--- src/rtl/myalu_mc.sv ---
// myalu_mc: multi-cycle ALU with a valid/ready handshake on both sides.
// Most opcodes finish on the accept edge. Multiply (8) and divide (9) run
// bit-serially for NUMBITS cycles. Every output comes straight from a flop.
module myalu_mc #(
    parameter int NUMBITS = 16
) (
    input  logic               clk,
    input  logic               reset,
    input  logic               in_valid,
    output logic               in_ready,
    input  logic [NUMBITS-1:0] A,
    input  logic [NUMBITS-1:0] B,
    input  logic [3:0]         opcode,
    output logic               out_valid,
    input  logic               out_ready,
    output logic [NUMBITS-1:0] result,
    output logic               carryout,
    output logic               overflow,
    output logic               zero,
    output logic               divzero
);
    localparam int CW = $clog2(NUMBITS + 1);

    localparam logic [1:0] IDLE = 2'd0;
    localparam logic [1:0] BUSY = 2'd1;
    localparam logic [1:0] DONE = 2'd2;

    logic [1:0]           state_q, state_d;
    logic [3:0]           op_q, op_d;
    logic [NUMBITS-1:0]   b_q, b_d;
    // Working register. Multiply keeps {partial high, multiplier/low product}.
    // Divide keeps {remainder, dividend/quotient}.
    logic [2*NUMBITS-1:0] acc_q, acc_d;
    logic [CW-1:0]        cnt_q, cnt_d;
    logic [NUMBITS-1:0]   result_q, result_d;
    logic                 carry_q, carry_d;
    logic                 ovf_q, ovf_d;
    logic                 zero_q, zero_d;
    logic                 dz_q, dz_d;

    logic [NUMBITS:0]     add_w, sub_w;
    logic [NUMBITS-1:0]   sc_res;
    logic                 sc_cy, sc_ovf, sc_dz;
    logic [NUMBITS:0]     mul_sum, div_trial, div_rem;
    logic                 div_ge;
    logic [2*NUMBITS-1:0] iter_next;

    // Single-cycle opcodes, evaluated on the raw inputs and captured only on accept.
    always_comb begin
        add_w  = {1'b0, A} + {1'b0, B};
        sub_w  = {1'b0, A} - {1'b0, B};
        sc_res = '0;
        sc_cy  = 1'b0;
        sc_ovf = 1'b0;
        sc_dz  = 1'b0;
        case (opcode)
            4'd0: begin sc_res = add_w[NUMBITS-1:0]; sc_cy = add_w[NUMBITS]; end
            4'd1: begin
                sc_res = add_w[NUMBITS-1:0];
                sc_ovf = (A[NUMBITS-1] == B[NUMBITS-1]) && (add_w[NUMBITS-1] != A[NUMBITS-1]);
            end
            // The top bit of the widened difference is the borrow.
            4'd2: begin sc_res = sub_w[NUMBITS-1:0]; sc_cy = sub_w[NUMBITS]; end
            4'd3: begin
                sc_res = sub_w[NUMBITS-1:0];
                sc_ovf = (A[NUMBITS-1] != B[NUMBITS-1]) && (sub_w[NUMBITS-1] != A[NUMBITS-1]);
            end
            4'd4: sc_res = A & B;
            4'd5: sc_res = A | B;
            4'd6: sc_res = A ^ B;
            4'd7: sc_res = {1'b0, A[NUMBITS-1:1]};
            // This path is reached only when the divisor is zero.
            4'd9: begin sc_res = '1; sc_dz = 1'b1; end
            default: ;
        endcase
    end

    // One iteration step: shift-add multiply (op 8) or restoring divide (op 9).
    always_comb begin
        mul_sum   = {1'b0, acc_q[2*NUMBITS-1:NUMBITS]} + (acc_q[0] ? {1'b0, b_q} : '0);
        div_trial = {acc_q[2*NUMBITS-1:NUMBITS], acc_q[NUMBITS-1]};
        div_ge    = div_trial >= {1'b0, b_q};
        div_rem   = div_ge ? (div_trial - {1'b0, b_q}) : div_trial;
        if (op_q[0])
            iter_next = {div_rem[NUMBITS-1:0], acc_q[NUMBITS-2:0], div_ge};
        else
            iter_next = {mul_sum, acc_q[NUMBITS-1:1]};
    end

    // Control FSM: accept in IDLE, iterate in BUSY, hold results in DONE until handshake.
    always_comb begin
        state_d  = state_q;
        op_d     = op_q;
        b_d      = b_q;
        acc_d    = acc_q;
        cnt_d    = cnt_q;
        result_d = result_q;
        carry_d  = carry_q;
        ovf_d    = ovf_q;
        zero_d   = zero_q;
        dz_d     = dz_q;
        case (state_q)
            IDLE: if (in_valid) begin
                op_d  = opcode;
                b_d   = B;
                acc_d = {{NUMBITS{1'b0}}, A};
                cnt_d = CW'(NUMBITS);
                if (opcode == 4'd8 || (opcode == 4'd9 && B != '0)) begin
                    state_d = BUSY;
                end else begin
                    state_d  = DONE;
                    result_d = sc_res;
                    carry_d  = sc_cy;
                    ovf_d    = sc_ovf;
                    dz_d     = sc_dz;
                    zero_d   = (sc_res == '0);
                end
            end
            BUSY: begin
                acc_d = iter_next;
                cnt_d = cnt_q - CW'(1);
                // The last iteration result is captured directly on its own edge.
                if (cnt_q == CW'(1)) begin
                    state_d  = DONE;
                    result_d = iter_next[NUMBITS-1:0];
                    carry_d  = !op_q[0] && (iter_next[2*NUMBITS-1:NUMBITS] != '0);
                    ovf_d    = 1'b0;
                    dz_d     = 1'b0;
                    zero_d   = (iter_next[NUMBITS-1:0] == '0);
                end
            end
            DONE: if (out_ready) state_d = IDLE;
            default: state_d = IDLE;
        endcase
    end

    // State registers. Reset discards any operation that is in progress.
    always_ff @(posedge clk or negedge reset) begin
        if (!reset) begin
            state_q  <= IDLE;
            op_q     <= '0;
            b_q      <= '0;
            acc_q    <= '0;
            cnt_q    <= '0;
            result_q <= '0;
            carry_q  <= 1'b0;
            ovf_q    <= 1'b0;
            zero_q   <= 1'b1;
            dz_q     <= 1'b0;
        end else begin
            state_q  <= state_d;
            op_q     <= op_d;
            b_q      <= b_d;
            acc_q    <= acc_d;
            cnt_q    <= cnt_d;
            result_q <= result_d;
            carry_q  <= carry_d;
            ovf_q    <= ovf_d;
            zero_q   <= zero_d;
            dz_q     <= dz_d;
        end
    end

    assign in_ready  = (state_q == IDLE);
    assign out_valid = (state_q == DONE);
    assign result    = result_q;
    assign carryout  = carry_q;
    assign overflow  = ovf_q;
    assign zero      = zero_q;
    assign divzero   = dz_q;
endmodule

--- config.mk ---
export PLATFORM = sky130hd
export DESIGN_NAME = myalu_mc
export DESIGN_NICKNAME = d
export VERILOG_FILES = /design/src/rtl/myalu_mc.sv
export SDC_FILE = /design/constraint.sdc
export NUM_CORES = 1
export LEC_CHECK = 0
export BUFFER_PORTS_ARGS = -buffer_cell sky130_fd_sc_hd__buf_2
export CAP_MARGIN = 30
export CORE_MARGIN = 8
export CORE_UTILIZATION = 30
export CTS_BUF_LIST = sky130_fd_sc_hd__clkbuf_2
export DETAILED_ROUTE_END_ITERATION = 10
export GPL_TIMING_DRIVEN = 0
export SLEW_MARGIN = 30
export SYNTH_ARGS = -nofsm -noshare
export SYNTH_HDL_FRONTEND = slang
export SYNTH_SLANG_ARGS = --single-unit
--- constraint.sdc ---
create_clock -name clk -period 3.9 [get_ports clk]
set_clock_uncertainty 0.05 [all_clocks]
set_input_delay 0.78 -clock clk [delete_from_list [all_inputs] [get_ports clk]]
set_output_delay 0.78 -clock clk [all_outputs]
set_load 0.03 [all_outputs]
# After elaboration in Yosys (flattened, before gate mapping)
# Cells that the tools add are included.
# op_classes
n_addsub,5
order_cmp,1
eq_ne,20
n_mux,35
bitwise,3
reduce_logical,19
# ops
operator,count
16-bit one-hot mux with 7 select lines,1
16-bit 2-to-1 mux,5
32-bit 2-to-1 mux,2
32-bit one-hot mux with 2 select lines,1
16-bit by 16-bit adder with 17-bit output,2
16-bit zero test,2
16-bit one-hot mux with 2 select lines,1
16-bit nonzero test,2
17-bit by 16-bit >= comparator with 1-bit output,1
16-bit by 16-bit subtractor with 17-bit output,1
16-bit AND,1
4-bit by 3-bit equality test with 1-bit output (second input constant),4
16-bit OR,1
16-bit subtractor,1
16-bit XOR,1
1-bit 2-to-1 mux,12
1-bit one-hot mux with 2 select lines,6
5-bit one-hot mux with 2 select lines,1
4-bit by 2-bit equality test with 1-bit output (second input constant),2
4-bit equality test (second input constant),2
2-bit 2-to-1 mux,4
2-bit != test (second input constant),3
2-bit one-hot mux with 3 select lines,1
5-bit by 1-bit equality test with 1-bit output (second input constant),1
18 further kinds,25
# totals
regBits,76
output_inout_bits,22
elab_cells,93

# Longest topological paths before layout
# depth
word_depth,7
ltp_mapped,13

# Least setup slack after synthesis
# No wires, ideal clock.
# synth_timing
path_type,in2reg
start,in A[4]
end,"reg zero_q, in the netlist zero"
setup_time_ns,0.061
arrival_ns,3.353
path_slack_ns,0.436
cell_stages,12
n_path_buf,1
cell_sequence,inv_1 ha_1 clkbuf_1 a2111oi_0 o21ai_1 a311oi_1 a31oi_1 xnor2_1 o21ai_0 a2111o_1 nor4_1 a31o_1
# synth_via
elab_chain_cells,6
elab_cells_between_ends,10
# synth_lines
item,line,rtl
from (decl),11,"input logic [NUMBITS-1:0] A,"
"16-bit by 16-bit subtractor with 17-bit output, or another cell as far along",51,"sub_w = {1'b0, A} - {1'b0, B};"
16-bit one-hot mux with 7 select lines *,56,case (opcode)
16-bit zero test *,116,zero_d = (sc_res == '0);
1-bit 2-to-1 mux *,108,if (opcode == 4'd8 || (opcode == 4'd9 && B != '0)) begin
1-bit 2-to-1 mux *,103,IDLE: if (in_valid) begin
1-bit one-hot mux with 2 select lines *,102,case (state_q)
to (signal assigned),159,zero_q <= zero_d;
to (decl),38,"logic zero_q, zero_d;"
# Every way passes the cells marked *; elsewhere a longest branch is shown, timed or not. The select of a mux whose other input is x is not followed.
# A chain may end at the register's enable or synchronous reset.

# Worst setup path in the final report
# layout_timing
start,reg acc_q[24]
end,"reg carry_q, in the netlist carryout"
# layout_via
elab_chain_cells,7
elab_cells_between_ends,9
# layout_lines
item,line,rtl
from (decl),33,"logic [2*NUMBITS-1:0] acc_q, acc_d;"
from (signal assigned),143,acc_q <= '0;
from (signal assigned),154,acc_q <= acc_d;
16-bit subtractor / 17-bit by 16-bit >= comparator with 1-bit output (equally long branches),"83, 82",
16-bit 2-to-1 mux,83,"div_rem = div_ge ? (div_trial - {1'b0, b_q}) : div_trial;"
32-bit 2-to-1 mux *,84,if (op_q[0])
16-bit nonzero test *,126,carry_d = !op_q[0] && (iter_next[2*NUMBITS-1:NUMBITS] != '0);
1-bit logical AND *,126,
1-bit 2-to-1 mux *,123,if (cnt_q == CW'(1)) begin
1-bit one-hot mux with 2 select lines *,102,
to (signal assigned),157,carry_q <= carry_d;
to (decl),36,"logic carry_q, carry_d;"
# Marks and branches as above.

==> impl_metrics.ini <==
[status]
outcome = complete, no violations

[synth]
synth_edf_count = 0
synth_cell_type_count = 66
synthesis.nets = 1131
yosysTopAreaCell = dfrtp_1
syn-instance-count = 1002
yosys-top-cells-area = dfrtp_1 (23%), ha_1 (13%), o21ai_0 (4.8%)
synth_seq_area_share = 0.237
synthArstFlopShare = 1.00
ys_ff_latch = 76
yosys_warnings = 0
yosysTopAreaCellShare = 0.234
synth.avg_cell_area_sq_um = 8.01
syn_area_sq_um = 8030
ys.flop_type = dfrtp_1

[cells_and_area]
num-nets-final = 1203
fillCellCount = 2886
mostFrequentLayoutCells = nand2_1 (86), ha_1 (85), inv_1 (83)
design_area_sq_um = 8960
num_antenna_cells = 0
drive_gt1_frac = 0.106
syn2layout_area_growth_pct = 11.7
final_common_cell = nand2_1

[clock_network]
cts_max_level = 3
cts_made_buffers = 9
clkTransAtPathRegs_ns = 0.24
post-cts-setup-buffers = 0
cts_root_buffer = clkbuf_2
cts.sinks = 76
cts_buffer_depth = 2
cts_tree = done
clock_latency_ns = 0.59

[setup_path]
critPathCaptureType = register
slowest_stage = a31oi_2
required_ns = 4.30
worstPathCellList = ha_1, clkbuf_1, nand3_1, nor2_1, o211ai_1, a31oi_2, o21ai_0, o221ai_1, o2111ai_1, nor4_1, a21oi_1
start_kind = register
critical_path.max_stage_delay_ns = 0.54
arrival_ns = 4.16
crit_type = register to register
crit_start = acc_q[24]
crit_fanout = 10
r2r_start = acc_q[24]

[die]
die_w_um = 180
rows = 60
dieArea_sq_um = 32200
chipHeight_um = 180
initial_core_util = 0.302
placeableCoreArea_sq_um = 26600
ios = 62

[sta]
finalMaxSlewViolations = 0
maxSlewHeadroom = 0.419
min_period_ns = 3.76
hold_violations = 0
rsz0062_at_grt = no
max_freq_mhz = 266
whs_ns = 0.339
setup_viol = 0
worstMarginPinSlew_ns = 0.871
period_share = 0.963

[placed_design]
post_dp_cell_area_sq_um = 8780
dp_hpwl_um = 22300
place_congestion = 0.933
io_buffers = 59

[power_and_ir_drop]
finalPower_mw = 5.54
vdd_drop_max_v = 0.000295
p_leak_nw = 4.08
p_per_area_nw_per_um2 = 619

[route]
wirelength_um = 28300
wl_per_cell_um = 19.9
firstDrtPassIters = 8
vias = 8058
ant_nets = 0
drcViolationCount = 0
initialDrtViolationCount = 859
viasPerCell = 5.67

[global_routing]
overflow = 0
grt_pass1_vias = 7752
grt_max_degree = 46
grt_usage = 0.170
grt_pass1_wl_um = 44400
antenna_found_initial = 0

[flow_run]
maxCapViolCount = 0

[hold_path]
holdCritStartpoint = out_ready
hold_path.class = input port to register
## what timing repair did
action / 4_1_cts / 5_1_grt
hold endpoints to repair: 31 / 0
hold buffers: 1 / 0
resized for setup: 0 / 7
setup endpoints to repair: 0 / 4
## logic make-up (layout without fill, tap and decap cells)
| kind of cell | after synthesis | in the layout | share of synthesized area |
|---|---|---|---|
| buffers and inverters | 146 | 223 | 0.0698 |
| flip-flops | 76 | 76 | 0.237 |
| adder cells (fa/ha/maj) | 89 | 89 | 0.143 |
| multiplexers | 37 | 37 | 0.0655 |
| AND/OR/NAND/NOR | 310 | 310 | 0.194 |
| XOR/XNOR | 33 | 33 | 0.0360 |
| AO/OA/AOI/OAI | 311 | 311 | 0.255 |
## synth_stat cells, types with 14 or more instances
library cell and count:
a211oi_1 15, a21o_1 18, a21oi_1 54, a221o_1 14, a31oi_1 22, and2_1 21, clkbuf_1 52, dfrtp_1 75
ha_1 85, inv_1 83, mux2i_1 21, nand2_1 86, nand2b_1 16, nand3_1 34, nor2_1 57, nor2b_1 15
nor3_1 20, o211ai_1 19, o21ai_0 77, o21ai_1 17, xnor2_1 25
## sequential cells by signal, indices dropped and copies added (netlist names)
| register | count |
|---|---|
| state_q | 2 |
| cnt_q | 5 |
| acc_q | 32 |
| carryout | 1 |
| b_q | 16 |
| overflow | 1 |
| divzero | 1 |
| op_q | 1 |
| zero | 1 |
| result | 16 |
## final timing paths
kind                                   end  slack [ns]  depth (start not counted)
min in group asynchronous        result[5]        0.52                          2
worst max register to register    carryout        0.14                         11
max in group asynchronous             zero        2.66                          3
worst min register to register     divzero        0.46                          2
worst max-delay path              carryout        0.14                         11
worst min-delay path            state_q[1]        0.34                          2
## cell type report
type / instances / area, sq um / share of cell area
plain buffers: 62 / 246 / 0.0275
clock buffers: 9 / 45.0 / 0.00503
clock inverters: 7 / 100 / 0.0112
inverters: 84 / 315 / 0.0352
multi-input cells: 780 / 5590 / 0.623
flip-flops and latches: 76 / 1900 / 0.212
well taps: 341 / 427 / 0.0476
repair buffers: 61 / 339 / 0.0378
## layer usage
layer	routed length [um]	global-route usage
met1	12100	0.224
met2	13300	0.283
met3	2090	0.0282
met4	805	0.0514
met5	0	0
## report_power, final
group / switching (mW) / internal (mW)
clock: 0.334 / 0.214
combinational: 2.31 / 1.32
sequential: 0.265 / 1.10
total: 2.91 / 2.63
## stage by stage
step / utilization / cells / worst slack [ns] / TNS, ns
4_1_cts: 0.336 / 1420 / 0.0125 / 0
2_1_floorplan: - / 1002 / 0.436 / 0
3_5_place_dp: 0.330 / 1403 / -0.472 / -2.88
6_report: 0.337 / 1420 / 0.143 / 0
3_3_place_gp: 0.329 / 1402 / -0.517 / -3.03
5_1_grt: 0.337 / 1420 / 0.00793 / 0
## critical path, delay by kind of cell (launching register included)
family	cells	cell delay, ns
buffers and inverters	1	0.30
and+or+nand+nor	3	0.83
AOI/OAI and AO/OA	6	1.67
DFF	1	0.49
adders and majority gates	1	0.29
Note: power is estimated with default switching activity, not from simulation.
